### config.mk
export PLATFORM = sky130hd
export DESIGN_NAME = ss_serial_loader_flat
export DESIGN_NICKNAME = d
export VERILOG_FILES = /design/src/rtl/ss_serial_loader_if.sv /design/src/rtl/ss_serial_loader.sv /design/src/flat_wrapper.sv
export SDC_FILE = /design/constraint.sdc
export NUM_CORES = 1
export LEC_CHECK = 0
export ABC_CLOCK_PERIOD_IN_PS = 2150
export CAP_MARGIN = 20
export CORE_MARGIN = 1.5
export CORE_UTILIZATION = 25
export CTS_BUF_LIST = sky130_fd_sc_hd__clkbuf_2
export DETAILED_ROUTE_END_ITERATION = 16
export GPL_ROUTABILITY_DRIVEN = 0
export GPL_TIMING_DRIVEN = 0
export SKIP_LAST_GASP = 1
export SLEW_MARGIN = 20
export SYNTH_ARGS = -nofsm -noshare
export SYNTH_HDL_FRONTEND = slang
export SYNTH_SLANG_ARGS = --single-unit
### constraint.sdc
create_clock -name clk -period 2.15 [get_ports clk]
set_input_delay 0.215 -clock clk [delete_from_list [all_inputs] [get_ports clk]]
set_output_delay 0.215 -clock clk [all_outputs]
set_load 0.01 [all_outputs]
### src/rtl/ss_serial_loader_if.sv
// Bundles the serial pins and the register-bank write port of ss_serial_loader.
// The slave side is the loader; the master side is whatever drives the pins and consumes writes.
interface ss_serial_loader_if #(
    parameter int ADDR_W = 3,
    parameter int DATA_W = 8
);
    logic              ena;
    logic              ser_clk;
    logic              ser_data;
    logic              ser_latch;
    logic              wr_en;
    logic [ADDR_W-1:0] wr_addr;
    logic [DATA_W-1:0] wr_data;
    logic              busy;
    logic              frame_err;
    logic [7:0]        frame_cnt;

    modport master (
        output ena,
        output ser_clk,
        output ser_data,
        output ser_latch,
        input  wr_en,
        input  wr_addr,
        input  wr_data,
        input  busy,
        input  frame_err,
        input  frame_cnt
    );

    modport slave (
        input  ena,
        input  ser_clk,
        input  ser_data,
        input  ser_latch,
        output wr_en,
        output wr_addr,
        output wr_data,
        output busy,
        output frame_err,
        output frame_cnt
    );
endinterface

### src/rtl/ss_serial_loader.sv
// Serial address/data frame loader: synchronises three slow pins, deserialises MSB-first
// frames and issues a one-cycle write strobe; malformed frames are dropped and flagged.
module ss_serial_loader #(
    parameter int ADDR_W = 3,
    parameter int DATA_W = 8
) (
    input  logic               clk,
    input  logic               rst_n,
    ss_serial_loader_if.slave  bus
);
    localparam int FRAME_LEN = ADDR_W + DATA_W;
    localparam int CNT_W     = $clog2(FRAME_LEN + 2);
    localparam logic [CNT_W-1:0] CNT_FULL = CNT_W'(FRAME_LEN);
    localparam logic [CNT_W-1:0] CNT_OVF  = CNT_W'(FRAME_LEN + 1);

    localparam logic [1:0] S_IDLE   = 2'd0;
    localparam logic [1:0] S_SHIFT  = 2'd1;
    localparam logic [1:0] S_COMMIT = 2'd2;

    // Pin order in the synchroniser bank: 0 = ser_clk, 1 = ser_data, 2 = ser_latch.
    logic [2:0] w_pins;
    logic [2:0] w_sync;

    assign w_pins = {bus.ser_latch, bus.ser_data, bus.ser_clk};

    genvar gi;
    generate
        for (gi = 0; gi < 3; gi++) begin : g_sync
            logic r_s1;
            logic r_s2;
            always_ff @(posedge clk) begin
                if (!rst_n) begin
                    r_s1 <= 1'b0;
                    r_s2 <= 1'b0;
                end else begin
                    r_s1 <= w_pins[gi];
                    r_s2 <= r_s1;
                end
            end
            assign w_sync[gi] = r_s2;
        end
    endgenerate

    logic w_clk_s;
    logic w_data_s;
    logic w_latch_s;
    logic r_clk_d;
    logic r_latch_d;
    logic w_clk_rise;
    logic w_latch_rise;

    assign w_clk_s      = w_sync[0];
    assign w_data_s     = w_sync[1];
    assign w_latch_s    = w_sync[2];
    assign w_clk_rise   = w_clk_s & ~r_clk_d;
    assign w_latch_rise = w_latch_s & ~r_latch_d;

    logic [1:0]           r_state;
    logic [1:0]           w_state_next;
    logic [CNT_W-1:0]     r_cnt;
    logic [CNT_W-1:0]     w_cnt_shift;
    logic [CNT_W-1:0]     w_cnt_next;
    logic [FRAME_LEN-1:0] r_sr;
    logic [FRAME_LEN-1:0] w_sr_shift;
    logic                 w_has_bits;
    logic                 w_commit;
    logic                 w_reject;

    logic                 r_wr_en;
    logic [ADDR_W-1:0]    r_wr_addr;
    logic [DATA_W-1:0]    r_wr_data;
    logic                 r_busy;
    logic                 r_frame_err;
    logic [7:0]           r_frame_cnt;

    // A same-cycle bit and latch are resolved by shifting first, so the latch
    // decision always sees the post-shift count and shift register.
    always_comb begin
        w_sr_shift   = w_clk_rise ? {r_sr[FRAME_LEN-2:0], w_data_s} : r_sr;
        w_cnt_shift  = (w_clk_rise && (r_cnt != CNT_OVF)) ? r_cnt + 1'b1 : r_cnt;
        w_has_bits   = (r_state == S_SHIFT) || w_clk_rise;
        w_state_next = S_IDLE;
        w_cnt_next   = '0;
        w_commit     = 1'b0;
        w_reject     = 1'b0;
        if (bus.ena && w_has_bits) begin
            if (w_latch_rise) begin
                if (w_cnt_shift == CNT_FULL) begin
                    w_commit     = 1'b1;
                    w_state_next = S_COMMIT;
                end else begin
                    w_reject     = 1'b1;
                end
            end else begin
                w_state_next = S_SHIFT;
                w_cnt_next   = w_cnt_shift;
            end
        end
    end

    always_ff @(posedge clk) begin
        if (!rst_n) begin
            r_clk_d     <= 1'b0;
            r_latch_d   <= 1'b0;
            r_state     <= S_IDLE;
            r_cnt       <= '0;
            r_sr        <= '0;
            r_wr_en     <= 1'b0;
            r_wr_addr   <= '0;
            r_wr_data   <= '0;
            r_busy      <= 1'b0;
            r_frame_err <= 1'b0;
            r_frame_cnt <= 8'd0;
        end else begin
            r_clk_d   <= w_clk_s;
            r_latch_d <= w_latch_s;
            r_state   <= w_state_next;
            r_cnt     <= w_cnt_next;
            r_busy    <= (w_state_next == S_SHIFT);
            r_wr_en   <= w_commit;
            if (bus.ena) begin
                r_sr <= w_sr_shift;
            end
            if (w_commit) begin
                r_wr_addr   <= w_sr_shift[FRAME_LEN-1 -: ADDR_W];
                r_wr_data   <= w_sr_shift[DATA_W-1:0];
                r_frame_cnt <= r_frame_cnt + 8'd1;
                r_frame_err <= 1'b0;
            end else if (w_reject) begin
                r_frame_err <= 1'b1;
            end
        end
    end

    assign bus.wr_en     = r_wr_en;
    assign bus.wr_addr   = r_wr_addr;
    assign bus.wr_data   = r_wr_data;
    assign bus.busy      = r_busy;
    assign bus.frame_err = r_frame_err;
    assign bus.frame_cnt = r_frame_cnt;
endmodule

### src/flat_wrapper.sv
// flat-port wrapper written by rule: the top's interface ports become plain ports
module ss_serial_loader_flat 
#(
    parameter int ADDR_W = 3,
    parameter int DATA_W = 8
)
  (clk, rst_n, bus_ena, bus_ser_clk, bus_ser_data, bus_ser_latch, bus_wr_en, bus_wr_addr, bus_wr_data, bus_busy, bus_frame_err, bus_frame_cnt);
  ss_serial_loader_if #(.ADDR_W(ADDR_W), .DATA_W(DATA_W)) bus_i ();
  input  logic clk;
  input  logic rst_n;
  input wire logic [$bits(bus_i.ena)-1:0] bus_ena;
  input wire logic [$bits(bus_i.ser_clk)-1:0] bus_ser_clk;
  input wire logic [$bits(bus_i.ser_data)-1:0] bus_ser_data;
  input wire logic [$bits(bus_i.ser_latch)-1:0] bus_ser_latch;
  output wire logic [$bits(bus_i.wr_en)-1:0] bus_wr_en;
  output wire logic [$bits(bus_i.wr_addr)-1:0] bus_wr_addr;
  output wire logic [$bits(bus_i.wr_data)-1:0] bus_wr_data;
  output wire logic [$bits(bus_i.busy)-1:0] bus_busy;
  output wire logic [$bits(bus_i.frame_err)-1:0] bus_frame_err;
  output wire logic [$bits(bus_i.frame_cnt)-1:0] bus_frame_cnt;
  assign bus_i.ena = bus_ena;
  assign bus_i.ser_clk = bus_ser_clk;
  assign bus_i.ser_data = bus_ser_data;
  assign bus_i.ser_latch = bus_ser_latch;
  assign bus_wr_en = bus_i.wr_en;
  assign bus_wr_addr = bus_i.wr_addr;
  assign bus_wr_data = bus_i.wr_data;
  assign bus_busy = bus_i.busy;
  assign bus_frame_err = bus_i.frame_err;
  assign bus_frame_cnt = bus_i.frame_cnt;
  ss_serial_loader #(.ADDR_W(ADDR_W), .DATA_W(DATA_W)) u_core (.clk(clk), .rst_n(rst_n), .bus(bus_i));
endmodule
Word level (Yosys, flattened, before mapping)
Index checks and enable logic that the tools add are counted.

storage, ports and cells
  register bits after elaboration = 47
  logic and storage cells = 45
  input port bits = 6
  output and inout port bits = 22

operators by class
  bitwise gates (word level) = 6
  reductions and logical operators = 5
  multiplexer cells = 11
  add/sub/neg operators = 2
  equality and inequality tests = 4

operators by type and width
  cell                   number
  $mux W11               1
  $add A8 B1 Y8 const B  1
  $mux W1                6
  $mux W2                3
  $add A4 B1 Y4 const B  1
  $eq A2 B1 Y1 const B   2
  $eq A4 B4 Y1 const B   1
  $mux W4                1
  $ne A4 B4 Y1 const B   1
  $not A1 Y1             4
  $reduce_or A3 Y1       1
  $and A1 B1 Y1          2
  $logic_and A1 B1 Y1    2
  $reduce_or A2 Y1       1
  $logic_or A1 B1 Y1     1

Logic depth before layout (Yosys ltp)
Gate-level depths: netlist (run 1).

  depth in word-level cells = 9
  depth in mapped cells = 8

Worst setup path before layout (run 1)
Ideal clock, no wire load.

  path kind = register to register
  start point = register u_core.r_cnt[0]
  end point = register u_core.r_wr_addr[0], in the netlist u_core.bus.wr_addr[0]
  stages on the path, launching flop included = 9
  required time = 2.032 ns
  path slack = 0.416 ns
  data arrival time = 1.616 ns
  setup time = 0.118 ns
  clock period less this slack = 1.734 ns
  path through = dfxtp_1 > inv_1 > ha_1 > a21boi_0 > mux2i_1 > a211o_1 > buf_6 > buf_12 > mux2i_1

on the way
  word-level cells in the longest chain between the ends = 7
  elaborated cells on any way between the ends = 8
  those cells by class = 1 x add/sub; 2 x eq/ne; 4 x mux; 1 x reduce/logical

ends and longest elaborated chain
  what                                                   RTL line                 source
  start: declaration                                     ss_serial_loader.sv:60   logic [CNT_W-1:0] r_cnt;
  start signal: assignment                               ss_serial_loader.sv:118  r_cnt <= w_cnt_next;
  branches (longest 2 deep; another with $add A4 B1 Y4)  n/a
  $mux W4 *                                              ss_serial_loader.sv:80   w_cnt_shift = (w_clk_rise && (r_cnt != CNT_OVF)) ? r_cnt + 1'b1 : r_cnt;
  $eq A4 B4 Y1 *                                         ss_serial_loader.sv:88   if (w_cnt_shift == CNT_FULL) begin
  $mux W1 *                                              ss_serial_loader.sv:88
  $mux W1 *                                              ss_serial_loader.sv:87   if (w_latch_rise) begin
  $mux W1 *                                              ss_serial_loader.sv:86   if (bus.ena && w_has_bits) begin
  end signal: assignment                                 ss_serial_loader.sv:125  r_wr_addr <= w_sr_shift[FRAME_LEN-1 -: ADDR_W];
  end: declaration                                       ss_serial_loader.sv:70   logic [ADDR_W-1:0] r_wr_addr;

Mark *: on every way between the ends.
A chain may end at the register's enable or synchronous reset.

Final worst setup path (run 1)
  start point = register u_core.r_cnt[0]
  end point = register u_core.r_frame_cnt[4], in the netlist u_core.bus.frame_cnt[4]

on the way
  word-level cells in the longest chain between the ends = 7
  elaborated cells on any way between the ends = 8
  those cells by class = 1 x add/sub; 2 x eq/ne; 4 x mux; 1 x reduce/logical

ends and longest elaborated chain
  what                                                   RTL line                 source
  branches (longest 2 deep; another with $add A4 B1 Y4)  n/a
  $mux W4 *                                              ss_serial_loader.sv:80
  $eq A4 B4 Y1 *                                         ss_serial_loader.sv:88
  $mux W1 *                                              ss_serial_loader.sv:88
  $mux W1 *                                              ss_serial_loader.sv:87
  $mux W1 *                                              ss_serial_loader.sv:86
  end signal: assignment                                 ss_serial_loader.sv:127  r_frame_cnt <= r_frame_cnt + 8'd1;
  end: declaration                                       ss_serial_loader.sv:74   logic [7:0] r_frame_cnt;

Marked as above.

==> results by group, run 1 <==
Outcome
  – Status: completed

STA
  – Sum of negative setup slack: 0 ns
  – Clock skew: 0.0129 ns
  – Post-route clock period utilization: 93.4%
  – Slew HR: 58.0%
  – Worst-Margin Slew: 0.613 ns
  – Final WS setup: 0.141 ns
  – Max-slew violation count: 0
  – Fin. Hold Viols: 0
  – Worst hold margin: 0.351 ns
  – Unrepaired setup endpoints after global routing: true
  – F_max: 0.498 GHz
  – Min cycle time layout: 2.01 ns
  – Final setup vio count: 0

GRT
  – First-pass GRT wire length: 7170 um
  – Vias in the first global route: 1,548
  – Initial antenna violation count: 0
  – Largest net degree at the start of global routing: 17
  – Grt ovf: 0
  – GRT Overall Usage: 10.3%

Route
  – WL/cell: 11.9 um
  – Post-Route WL: 4290 um
  – Top Layer Used: met4
  – Initial drt markers: 51
  – DR vias: 1,592
  – First drt pass iteration count: 4
  – DRC: 0
  – DR WL met3: 180 um
  – Wl on met1: 2080 um
  – Post-detailed-route count of antenna-violating nets: 0
  – Met2 WL: 1990 um
  – Vias per inst: 4.42

Setup path
  – Crit path required time: 2.53 ns
  – CP max stage delay: 0.63 ns
  – CP delay by family, top: compound AO/OA/AOI/OAI gates
  – CP endpoint kind: flip-flop
  – Crit path depth: 6
  – CP Launch Type: flip-flop
  – CP startpoint: u_core.r_cnt[0]$_SDFF_PP0_
  – Maximum fanout along the worst path: 7
  – Worst r2r dst: u_core.bus.frame_cnt[4]$_SDFFE_PN0P_
  – R2R Setup Slk: 0.14 ns
  – Worst path buffer plus inverter count: 1
  – Slowest cell on crit path: a2111oi_0
  – Arr. time, crit path: 2.39 ns
  – CP cell instances: inv_1 -> ha_1 -> nand3_2 -> a21o_1 -> a2111oi_0 -> mux2i_1
  – Worst reg2reg startpoint: u_core.r_cnt[0]$_SDFF_PP0_
  – Critical Path End: u_core.bus.frame_cnt[4]$_SDFFE_PN0P_
  – Crit Path Category: flip-flop to flip-flop
  – Cell count of the worst reg-to-reg path: 6

Logic synthesis
  – Post-synth top area share: 45.0%
  – Syn_nets: 232
  – Top-count cell post-synth: nand2_1
  – Cells after Synth: 223
  – Synth top area cells: dfxtp_1, mux2i_1, nand2_1, mux2_2, nand3_1
  – Primary FF master, synth: dfxtp_1
  – Number of flops mapped to enable cells by yosys: 0
  – Seq/Total Area, Yosys: 45.0%
  – Post-synth top cells: nand2_1, dfxtp_1, mux2i_1
  – Synth unique cells: 30
  – Post-synth top area cell: dfxtp_1
  – Post-synthesis register bit count: 46
  – Synthesized area: 2040 um^2
  – Post-synth ARST share: 0%
  – Synth warn: 0
  – Mapped Avg Cell Area: 9.17 um^2

Clocking
  – H-tree Lvls: 2
  – Num CTS Buffers: 5
  – Worst-path clk slew: 0.24 ns
  – Clock Sinks: 46
  – Clk_lat worst skew: 0.43 ns
  – CTS tree: yes
  – Clock tree root driver cell: clkbuf_2
  – Max Buffers Root-to-Sink: 2

Floorplanning
  – # rows: 32
  – Die Wd: 93.4 um
  – Core area: 7810 um^2
  – Initial Util: 26.2%
  – # IOs: 28
  – Die area: 8730 um^2
  – Chip height: 93.4 um

Run
  – Number of max-cap violations: 0

Place
  – I/O Buffers: 27
  – Pre-CTS setup slack: 0.0549 ns
  – HPWL after DPL: 3060 um

Finish
  – P&R area growth vs syn: 22.0%
  – N_diodes: 0
  – Nets: 266
  – Layout cells sized above 1: 10.5%

Power
  – Worst VDD drop: 0.203 mV
  – PD cells: 528 nW/um^2
  – Pleak: 0.947 nW

Worst hold path
  – Hold crit path type: input port to flip-flop
  – Hold path cells: 2
metal layers:
layer,vias to the layer above,GRT usage (%)
met1,741,13.1
li1,822,-
met3,4,2.76
met5,-,0
met2,25,16.8
met4,0,3.28
registers in the layout, indices dropped and copies added, names as in the netlist, 3 cells and up:
| name | cells |
|---|---|
| u_core.bus.frame_cnt | 8 |
| u_core.bus.wr_addr | 3 |
| u_core.bus.wr_data | 8 |
| u_core.g_sync.r_s1 | 3 |
| u_core.g_sync.r_s2 | 3 |
| u_core.r_cnt | 4 |
| u_core.r_sr | 11 |
logic make-up after synthesis:
logic type / synth area share (%)
buffers and inverters: 5.45
adders and majority gates: 1.84
AOI/OAI and AO/OA: 7.53
xor gates and xnor gates: 0.857
muxes: 15.9
DFF: 45.0
and+or+nand+nor: 23.4
where the power goes:
group	internal (mW)	switching (mW)
clock	0.0866	0.301
combinational	0.0252	0.0392
sequential	0.863	0.00327
total	0.975	0.344
worst min-delay path by stage:
| stage | from | to |
|---|---|---|
| finish | bus_ser_clk | u_core.g_sync[0].r_s1$_SDFF_PN0_ |
| floorplan | bus_ser_clk | u_core.g_sync[0].r_s1$_SDFF_PN0_ |
| CTS | bus_ser_data | u_core.g_sync[1].r_s1$_SDFF_PN0_ |
| detailed placement | u_core.g_sync[2].r_s1$_SDFF_PN0_ | u_core.g_sync[2].r_s2$_SDFF_PN0_ |
| global route | bus_ser_clk | u_core.g_sync[0].r_s1$_SDFF_PN0_ |
| global placement | u_core.g_sync[0].r_s1$_SDFF_PN0_ | u_core.g_sync[0].r_s2$_SDFF_PN0_ |
cell type report:
cell class	instances	area (um^2)
fillers	832	5310
multi-input cells	156	1010
flip-flops and latches	46	921
repair buffers	27	270
well taps	102	128
plain buffers	13	81.3
inverters	8	30.0
clock buffers	5	25.0
clock inverters	3	25.0
repair_timing:
| item | 4_1_cts | 5_1_grt |
|---|---|---|
| setup endpoints to repair | 0 | 2 |
| hold buffers | 0 | 0 |
| setup buffers | 0 | 0 |
| gates resized for setup | 0 | 2 |
cells in the final DEF, fill, tap and decap left out, types with 2 or more instances in the layout:
| master | netlist | routed |
|---|---|---|
| nor2_1 | 3 | 3 |
| nand2_1 | 47 | 47 |
| and2_1 | 9 | 9 |
| mux2_2 | 11 | 11 |
| mux2i_1 | 20 | 20 |
| buf_6 | 2 | 2 |
| nor2b_1 | 2 | 2 |
| clkbuf_1 | 9 | 9 |
| dfxtp_1 | 46 | 46 |
| clkbuf_2 | 0 | 5 |
| a2111oi_1 | 0 | 2 |
| nand2b_1 | 10 | 10 |
| clkdlybuf4s50_1 | 0 | 27 |
| ha_1 | 3 | 3 |
| inv_1 | 8 | 8 |
| and3_1 | 3 | 3 |
| o2111ai_1 | 2 | 2 |
| nand3_1 | 17 | 17 |
| a21oi_1 | 12 | 12 |
| a2111oi_0 | 6 | 4 |
through the flow:
step | area (um^2) | power [mW] | util, % | cells
2_1_floorplan | 2040 | 0.921 | - | 223
3_3_place_gp | 2440 | 0.947 | 31.3 | 352
3_5_place_dp | 2440 | 0.948 | 31.3 | 352
4_1_cts | 2490 | 1.35 | 31.9 | 360
5_1_grt | 2490 | 1.38 | 32.0 | 360
6_report | 2490 | 1.32 | 32.0 | 360
Note: power is estimated with default switching activity, not from simulation.
==> run 2: changes to the inputs <==
- GPL_ROUTABILITY_DRIVEN: 0 -> default
==> results of run 2 <==
The final DEF is identical to that of run 1; final timing and power are the same.
==> run 3: changes to the inputs <==
- HOLD_SLACK_MARGIN: default -> 0.06
==> results of run 3 <==
The final DEF is identical to that of run 1; final timing and power are the same.
